[src/rtl/accu_serializer.sv]
// Serializes one GROUP-byte parallel word into LSB-first beats with last marker and group sum.
// Beat 0 is visible one edge after load; ready_in low holds the current beat, grp_ready reopens on the final beat.
module accu_serializer #(
  parameter int DATA_W = 8,
  parameter int GROUP  = 4,
  parameter int SUM_W  = 10,
  parameter int CNT_W  = 16
) (
  input  logic                    clk,
  input  logic                    rst,
  input  logic [GROUP*DATA_W-1:0] grp_in,
  input  logic                    grp_valid,
  output logic                    grp_ready,
  output logic [DATA_W-1:0]       data_out,
  output logic                    valid_out,
  input  logic                    ready_in,
  output logic                    last_out,
  output logic [SUM_W-1:0]        sum_out,
  output logic [CNT_W-1:0]        grp_count
);

  localparam int BEAT_W = (GROUP > 1) ? $clog2(GROUP) : 1;
  localparam logic [BEAT_W-1:0] LAST_BEAT = BEAT_W'(GROUP - 1);

  typedef enum logic {IDLE = 1'b0, SEND = 1'b1} state_t;

  state_t                    r_state;
  state_t                    w_state_nxt;
  logic [GROUP*DATA_W-1:0]   r_shift;
  logic [BEAT_W-1:0]         r_beat;
  logic [DATA_W-1:0]         r_data;
  logic                      r_last;
  logic [SUM_W-1:0]          r_sum;
  logic [CNT_W-1:0]          r_cnt;

  logic                      w_ready;
  logic                      w_consume;
  logic                      w_done;
  logic                      w_load;
  logic [SUM_W-1:0]          w_node [1:2*GROUP-1];

  // Heap-indexed adder tree: leaves at GROUP..2*GROUP-1, root at node 1.
  always_comb begin
    for (int i = 0; i < GROUP; i++) begin
      w_node[GROUP+i] = SUM_W'(grp_in[i*DATA_W +: DATA_W]);
    end
    for (int i = GROUP - 1; i >= 1; i--) begin
      w_node[i] = w_node[2*i] + w_node[2*i+1];
    end
  end

  always_comb begin
    w_state_nxt = r_state;
    w_ready     = 1'b0;
    w_consume   = 1'b0;
    w_done      = 1'b0;
    case (r_state)
      IDLE: begin
        w_ready = 1'b1;
        if (grp_valid) w_state_nxt = SEND;
      end
      SEND: begin
        w_consume = ready_in;
        w_done    = ready_in && (r_beat == LAST_BEAT);
        w_ready   = w_done;
        if (w_done && !grp_valid) w_state_nxt = IDLE;
      end
      default: w_state_nxt = IDLE;
    endcase
  end

  assign w_load = grp_valid && w_ready;

  always_ff @(posedge clk) begin
    if (rst) begin
      r_state <= IDLE;
      r_shift <= '0;
      r_beat  <= '0;
      r_data  <= '0;
      r_last  <= 1'b0;
      r_sum   <= '0;
      r_cnt   <= '0;
    end else begin
      r_state <= w_state_nxt;
      if (w_load) begin
        r_data  <= grp_in[DATA_W-1:0];
        r_shift <= grp_in >> DATA_W;
        r_beat  <= '0;
        r_last  <= 1'b0;
        r_sum   <= w_node[1];
      end else if (w_consume && !w_done) begin
        r_data  <= r_shift[DATA_W-1:0];
        r_shift <= r_shift >> DATA_W;
        r_beat  <= r_beat + 1'b1;
        r_last  <= (r_beat == LAST_BEAT - 1'b1);
      end else if (w_done) begin
        // Group drained with nothing queued: data_out keeps its last byte.
        r_last  <= 1'b0;
      end
      if (w_done) r_cnt <= r_cnt + 1'b1;
    end
  end

  assign grp_ready = w_ready;
  assign data_out  = r_data;
  assign valid_out = (r_state == SEND);
  assign last_out  = r_last;
  assign sum_out   = r_sum;
  assign grp_count = r_cnt;

endmodule

[config.mk]
export PLATFORM = sky130hd
export DESIGN_NAME = accu_serializer
export DESIGN_NICKNAME = d
export VERILOG_FILES = /design/src/rtl/accu_serializer.sv
export SDC_FILE = /design/constraint.sdc
export NUM_CORES = 1
export LEC_CHECK = 0
export CAP_MARGIN = 40
export CORE_ASPECT_RATIO = 0.9
export CORE_UTILIZATION = 40
export DETAILED_ROUTE_END_ITERATION = 8
export GPL_ROUTABILITY_DRIVEN = 0
export HOLD_SLACK_MARGIN = 0.15
export MAX_ROUTING_LAYER = met4
export PLACE_DENSITY = 0.73
export SYNTH_ARGS = -nofsm -noshare
export SYNTH_HDL_FRONTEND = slang
export SYNTH_SLANG_ARGS = --single-unit
[constraint.sdc]
create_clock -name clk -period 6.4 [get_ports clk]
set_input_delay 0.64 -clock clk [delete_from_list [all_inputs] [get_ports clk]]
set_output_delay 0.64 -clock clk [all_outputs]
set_load 0.01 [all_outputs]
Yosys cells after proc, flatten, opt, wreduce, memory -nomap -nowiden
Index checks and enable logic that the tools add are counted.

word-level totals
  register bits = 62
  latch bits = 0
  memory bits (writable) = 0
  bits in read-only memories = 0
  input port bits = 36
  output and inout bits = 37
  logic and storage cells = 36
  memories kept = 0

operators by class
  $add $sub $neg = 5
  multipliers = 0
  divide/modulo/power cells = 0
  $lt $le $gt $ge = 0
  equal/unequal tests = 2
  shift-type cells = 0
  multiplexer cells = 12
  bitwise logic cells = 1
  reductions and logical operators = 9

operators by type and width
  kind                                           number
  two-way mux 24 bit                             2
  adder 8 x 8 -> 9 bit                           2
  adder 16 x 1 -> 16 bit, second input constant  1
  two-way mux 8 bit                              2
  adder 9 x 9 -> 10 bit                          1
  two-way mux 1 bit                              6
  == test 2 bit, second input constant           2
  logical AND 1 bit                              4
  one-hot mux 1 bit (2 select lines)             2
  nonzero test 2 bit                             2
  adder 2 x 1 -> 2 bit, second input constant    1
  logical NOT 1 bit                              2
  OR reduction 2 bit                             1
  inverter 1 bit                                 1

Logic depth before layout (Yosys ltp)
Gate-level depths: netlist (run 1).

  depth after elaboration = 7
  mapped depth = 9
  mapped depth without buffers = 9

Least setup slack after synthesis (run 1)
OpenSTA, ideal clock, no wires.

  path kind = input to register
  start = in grp_in[1]
  end = reg r_sum[7], in the netlist sum_out[7]
  setup time = 0.064 ns
  arrival = 3.018 ns
  data required time = 6.336 ns
  setup slack = 3.318 ns
  stages on the path = 8
  path buffers = 0
  path through = fa_1 > fa_1 > ha_1 > fa_1 > a211oi_1 > o21bai_1 > a211o_1 > nand4_1

between the ends
  longest elaborated chain between the ends = 2

ends and longest elaborated chain
  item                   line  text
  start, declared        11    input logic [GROUP*DATA_W-1:0] grp_in,
  adder 8 x 8 -> 9 bit   48    w_node[i] = w_node[2*i] + w_node[2*i+1];
  adder 9 x 9 -> 10 bit  48
  end signal, assigned   90    r_sum <= w_node[1];
  end, declared          33    logic [SUM_W-1:0] r_sum;

Every way passes these cells.
A chain may end at the register's enable or synchronous reset.

Final worst setup path (run 1)
Same ends and word-level chain as after synthesis.

==> impl_metrics.env, run 1 <==
export IMPL_outcome="finished, violations left"
export IMPL_failed_checks="design-rule violations"
export IMPL_grt_pass1_vias=2747
export IMPL_grt_first_pass_wirelength_mm=13.4
export IMPL_cpMaxStageDelayCell="fa_1"
export IMPL_finalSetupTns_ns=0
export IMPL_syn_nets=442
export IMPL_crit_path_start_kind="primary input"
export IMPL_final_min_clock_period_ns=3.44
export IMPL_cp_required_ns=6.69
export IMPL_grt_busiest_layer="met2"
export IMPL_min_to="sum_out[4]"
export IMPL_power_mw=1.08
export IMPL_hold_buffers=0
export IMPL_htree_levels=3
export IMPL_drc=6
export IMPL_path_cells="clkdlybuf4s50_1 > fa_1 > fa_1 > ha_1 > fa_1 > a211oi_1 > o21bai_1 > a211o_1 > nand4_1"
export IMPL_powerDensity_nw_per_um2=248
export IMPL_ys_warn_count=0
export IMPL_synth_edf_count=0
export IMPL_arrival_ns=3.73
export IMPL_skew_ns=0.0100
export IMPL_netlist_instances=378
export IMPL_cts_made_buffers=9
export IMPL_dr_pass1_iters=6
export IMPL_dr_first_iter_drc_count=131
export IMPL_clkTransAtPathRegs_ns=0.07
export IMPL_gr_usage_all_layers_pct=20.4
export IMPL_cpLargestDelayFamily="adder cells"
export IMPL_worst_slew_pin_slew_ns=0.820
export IMPL_cap_viol_max_count=0
export IMPL_r2r_slack_ns=4.26
export IMPL_critical_path_max_stage_delay_ns=0.57
export IMPL_final_cell_mix="clkdlybuf4s50_1 (71), dfxtp_1 (62), a21oi_1 (42), inv_1 (41), nand2_1 (41)"
export IMPL_diodes=0
export IMPL_grt_max_degree=41
export IMPL_dieArea_sq_um=8670
export IMPL_hold_viol_final=0
export IMPL_p_leak_nw=1.68
export IMPL_r2r_cells=6
export IMPL_area_growth_pct=30.5
export IMPL_io_buffers=72
export IMPL_drtAntennaViolNets=0
export IMPL_cpMostUsedCell="fa_1"
export IMPL_worstPathMaxFanout=3
export IMPL_synth_cell_area_sq_um=3320
export IMPL_netlist_cell_type_count=46
export IMPL_clock_fmax_ghz=0.291
export IMPL_die_w_microns=98.1
export IMPL_finalNetCount=509
export IMPL_wirelength_mm=8.06
export IMPL_ys_ff_latch=62
export IMPL_min_from="sum_out[4]"
export IMPL_worstReg2RegEnd="r_shift[7]"
export IMPL_rsz0062_at_grt="false"
export IMPL_avgSynthCellArea_sq_um=8.79
export IMPL_design_core_area_sq_um=8070
export IMPL_synth_seq_area_share_pct=37.4
export IMPL_vdd_drop_max_uv=101
export IMPL_clock_sinks=62
export IMPL_fin_crit_sh_pct=53.7
export IMPL_via_per_inst=5.33
export IMPL_setup_viol=0
export IMPL_layout_commonest_cell="clkdlybuf4s50_1"
export IMPL_cts_root_buffer="clkbuf_8"
export IMPL_synth_ff_type="dfxtp_1"
export IMPL_ios=73
export IMPL_use_met3_pct=4.66
export IMPL_floorplan_initialDensity_pct=41.2
export IMPL_vias=2928
export IMPL_hold_depth=2
export IMPL_hpwl_mm=5.74
export IMPL_path_class="primary input to flop"
export IMPL_grt_util_met2_pct=31.2
export IMPL_tritoncts="done"
export IMPL_core_rowCount=31
export IMPL_worstHoldPathType="flop to flop"
export IMPL_regToRegStartpoint="r_beat[0]"
export IMPL_clockBufferDepth=2
export IMPL_clk_latency_ns=0.35
export IMPL_slew_violations=0
export IMPL_nFillCells=773
export IMPL_hold_worst_slack_ns=0.450
export IMPL_overflow=0
export IMPL_dieHeight_microns=88.5
export IMPL_antenna_found_initial=0
export IMPL_critPathBufInv=1
export IMPL_route_detailed_wl_per_inst_microns=14.7
export IMPL_drive_gt1_share_pct=5.78
export IMPL_max_slew_margin_rel_pct=45.4
export IMPL_cp_end_kind="flop"
export IMPL_grt_use_met1_pct=26.3
export IMPL_async_flop_share_pct=0
export IMPL_post_cts_setup_buffers=0
export IMPL_ctsResizeCount=0
## flip-flops by register name, summed over array words and instances, names as in the netlist
name,cells
r_beat,2
valid_out,1
sum_out,10
data_out,8
last_out,1
grp_count,16
r_shift,24
## Yosys cell counts, types with 2 or more instances
cell type / n / area (sq um)
or4_1: 6 / 45.0
dfxtp_1: 62 / 1240
xnor2_1: 5 / 43.8
a22oi_1: 16 / 120
nand3b_1: 10 / 75.1
or3_1: 2 / 12.5
a21o_1: 3 / 22.5
nor3b_1: 3 / 22.5
o21bai_1: 2 / 15.0
clkbuf_1: 10 / 37.5
nor2_1: 22 / 82.6
a211oi_1: 12 / 90.1
and4_1: 3 / 26.3
o21ai_0: 5 / 25.0
xor2_1: 4 / 35.0
o31ai_1: 5 / 37.5
nor3_1: 5 / 25.0
nand3_1: 7 / 35.0
buf_2: 6 / 30.0
fa_1: 16 / 320
and3_1: 2 / 12.5
a21oi_1: 42 / 210
mux2i_1: 9 / 90.1
buf_1: 3 / 11.3
ha_1: 12 / 150
and2_1: 2 / 12.5
nand4_1: 5 / 31.3
nand2_1: 41 / 154
inv_1: 41 / 154
## layer usage
layer,part of all wire [%],up-vias
met5,0,-
met4,1.5,0
met3,5.0,11
met2,47,77
met1,47,1393
li1,-,1447
## worst max-delay path by stage
stage	startpoint	endpoint	slack, ns	depth (start not counted)
after floorplan	grp_in[1]	sum_out[7]	3.32	8
after CTS	grp_in[1]	sum_out[7]	2.99	9
after global placement	grp_in[1]	sum_out[7]	2.72	9
after global routing	grp_in[2]	sum_out[7]	2.86	10
after detailed placement	grp_in[1]	sum_out[7]	2.63	9
final	grp_in[1]	sum_out[7]	2.96	9
## kinds of logic (layout without fill, tap and decap cells)
family	count (synthesis)	in the layout	share of synthesized area (%)
adder cells (fa/ha/maj)	28	28	14.2
flip-flops	62	62	37.4
buffers and inverters	61	133	7.34
AND/OR/NAND/NOR	115	115	17.9
XOR/XNOR	9	9	2.37
AO/OA/AOI/OAI	94	94	18.2
multiplexers	9	9	2.71
## metrics by stage
stage	cell area, sq um	setup slack [ns]	utilization [%]	cells
after floorplan	3320	3.32	-	378
after global placement	4090	2.72	50.7	532
after detailed placement	4120	2.63	51.1	533
after CTS	4340	2.99	53.7	549
after global routing	4340	2.86	53.7	549
final	4340	2.96	53.7	549
## final cells by class
| cell class | instances | area (sq um) | share of cell area (%) |
|---|---|---|---|
| multi-input combinational | 255 | 1840 | 42.4 |
| sequential | 62 | 1240 | 28.6 |
| inverter | 41 | 154 | 3.55 |
| clock buffer | 10 | 128 | 2.94 |
| timing repair buffer | 76 | 766 | 17.7 |
| tap | 99 | 124 | 2.86 |
| clock inverter | 6 | 86.3 | 1.99 |
## worst register-to-register path, delay by kind of cell (launching register included)
family / cells / cell delay [ns]
adder cells (fa/ha/maj): 1 / 0.26
flip-flops: 1 / 0.38
AND/OR/NAND/NOR: 2 / 0.33
buffers and inverters: 1 / 0.26
AO/OA/AOI/OAI: 2 / 0.85
## power breakdown
group / switching, mW / internal, mW
clock network: 0.162 / 0.219
registers: 0.0137 / 0.411
logic: 0.140 / 0.130
total: 0.316 / 0.759
Note: power is estimated with default switching activity, not from simulation.
==> run 2, diff against run 1 <==
--- a/config.mk
+++ b/config.mk
@@ -12,7 +12,7 @@
 export GPL_ROUTABILITY_DRIVEN = 0
 export HOLD_SLACK_MARGIN = 0.15
 export MAX_ROUTING_LAYER = met4
-export PLACE_DENSITY = 0.73
+export PLACE_DENSITY = 0.75
 export SYNTH_ARGS = -nofsm -noshare
 export SYNTH_HDL_FRONTEND = slang
 export SYNTH_SLANG_ARGS = --single-unit
==> constraint.sdc (replaced) <==
create_clock -name clk -period 3.05 [get_ports clk]
set_input_delay 0.305 -clock clk [delete_from_list [all_inputs] [get_ports clk]]
set_output_delay 0.305 -clock clk [all_outputs]
set_load 0.01 [all_outputs]
==> run 2 against run 1 <==
The run still ends with design-rule violations left. Die area unchanged. Sequential share of layout area fell by 0.94 points. Flip-flop and latch count stayed put. Utilization increased by 1.8 points. Register-to-register slack got worse by 3.3 ns. Wire length grew 0.20%. Global-route usage decreased by 0.70 points. Cell count rose by 2.7%. Non-clock buffer count up 16. Sequential power grew 110%. Clock power up 110%. Via count up 0.24%. Critical endpoint unchanged.
==> impl_metrics.env, run 2 (synthesis gave the netlist of run 1 again) <==
export IMPL_die_w_microns=98.1
export IMPL_clock_fmax_ghz=0.339
export IMPL_hold_buffers=0
export IMPL_largest_register="r_shift"
export IMPL_final_cell_mix="clkdlybuf4s50_1 (71), dfxtp_1 (62), inv_1 (41), nand2_1 (41), a21oi_1 (41)"
export IMPL_worstHoldPathType="flop to flop"
export IMPL_dr_pass1_iters=6
export IMPL_crit_path_start="grp_in[1]"
export IMPL_min_from="r_shift[9]"
export IMPL_failed_checks="design-rule violations"
export IMPL_cts_root_buffer="clkbuf_8"
export IMPL_vdd_drop_max_uv=252
export IMPL_fin_crit_sh_pct=96.6
export IMPL_layout_commonest_cell="clkdlybuf4s50_1"
export IMPL_hold_viol_final=0
export IMPL_overflow=0
export IMPL_drive_gt1_share_pct=9.68
export IMPL_power_mw=2.38
export IMPL_drc=10
export IMPL_grt_busiest_layer="met2"
export IMPL_worst_slew_pin_slew_ns=0.796
export IMPL_setup_viol=0
export IMPL_floorplan_initialDensity_pct=41.2
export IMPL_antenna_found_initial=0
export IMPL_wirelength_mm=8.07
export IMPL_dieHeight_microns=88.5
export IMPL_tritoncts="done"
export IMPL_gr_usage_all_layers_pct=19.7
export IMPL_fin_util_pct=55.6
export IMPL_max_slew_margin_rel_pct=46.9
export IMPL_final_min_clock_period_ns=2.95
export IMPL_skew_ns=0.00852
export IMPL_worstPathMaxFanout=3
export IMPL_hpwl_mm=5.92
export IMPL_clk_latency_ns=0.34
export IMPL_use_met3_pct=3.63
export IMPL_grt_max_degree=44
export IMPL_grt_pass1_vias=2742
export IMPL_vias=2935
export IMPL_diodes=0
export IMPL_regToRegStartpoint="r_beat[0]"
export IMPL_cp_end_kind="flop"
export IMPL_grt_util_met2_pct=30.5
export IMPL_path_class="primary input to flop"
export IMPL_outcome="finished, violations left"
export IMPL_via_per_inst=5.20
export IMPL_cp_required_ns=3.33
export IMPL_largest_reg_flops=24
export IMPL_powerDensity_nw_per_um2=530
export IMPL_finalNetCount=525
export IMPL_final_cell_count_no_fill=564
export IMPL_post_place_cells=549
export IMPL_cts_made_buffers=9
export IMPL_core_rowCount=31
export IMPL_p_leak_nw=1.77
export IMPL_htree_levels=3
export IMPL_post_cts_setup_buffers=0
export IMPL_rsz0062_at_grt="true"
export IMPL_ios=73
export IMPL_clockBufferDepth=2
export IMPL_grt_use_met1_pct=25.8
export IMPL_cap_viol_max_count=0
export IMPL_clkTransAtPathRegs_ns=0.07
export IMPL_crit_path_start_kind="primary input"
export IMPL_dieArea_sq_um=8670
export IMPL_dr_first_iter_drc_count=173
export IMPL_area_growth_pct=35.0
export IMPL_route_detailed_wl_per_inst_microns=14.3
export IMPL_design_core_area_sq_um=8070
export IMPL_io_buffers=72
export IMPL_drtAntennaViolNets=0
export IMPL_slew_violations=0
export IMPL_grt_first_pass_wirelength_mm=13.0
export IMPL_clock_sinks=62
export IMPL_arrival_ns=3.23
export IMPL_finalSetupTns_ns=0
run 2: metrics by stage:
| stage | hold WS [ns] | area [sq um] | setup slack (ns) |
|---|---|---|---|
| floorplan | 0.434 | 3320 | 0.303 |
| global placement | 0.441 | 4250 | -0.280 |
| detailed placement | 0.447 | 4250 | -0.326 |
| CTS | 0.456 | 4470 | 0.0452 |
| global route | 0.476 | 4480 | -0.0626 |
| finish | 0.456 | 4480 | 0.102 |
run 2: what timing repair did:
item | in CTS | in global routing
hold endpoints to repair | 0 | 0
setup endpoints to repair | 0 | 4
resized for setup | 0 | 4
run 2: layout make-up:
| class | instances | area, sq um |
|---|---|---|
| fill | 747 | 3580 |
| clock inverter | 4 | 70.1 |
| tap | 99 | 124 |
| inverter | 41 | 154 |
| clock buffer | 11 | 151 |
| timing repair buffer | 92 | 891 |
| multi-input combinational | 255 | 1850 |
| sequential | 62 | 1240 |
run 2: report_power, final:
group,switching (mW),leakage (nW),internal [mW]
logic,0.323,1.15,0.346
registers,0.0291,0.507,0.863
clock network,0.317,0.115,0.497
run 2: path summary, 6_finish.rpt:
check / endpoint / slack (ns) / cells past startpoint
worst max-delay path: sum_out[7] / 0.10 / 9
worst min-delay path: r_shift[9] / 0.46 / 2
worst min register to register: r_shift[9] / 0.46 / 2
worst max register to register: sum_out[7] / 1.01 / 5
run 2: worst max-delay path: stages:
cell and delay, ns:
clkdlybuf4s50_1 0.45, fa_1 0.59, fa_1 0.42, ha_1 0.24, fa_1 0.44, a211oi_2 0.27, o21bai_1 0.15, a211o_1 0.30
nand4_1 0.06
run 2: per-layer routing:
metal,part of all wire [%],vias to the layer above
li1,-,1475
met1,48,1394
met3,3.3,4
met2,48,62
met5,0,-
met4,0.53,0
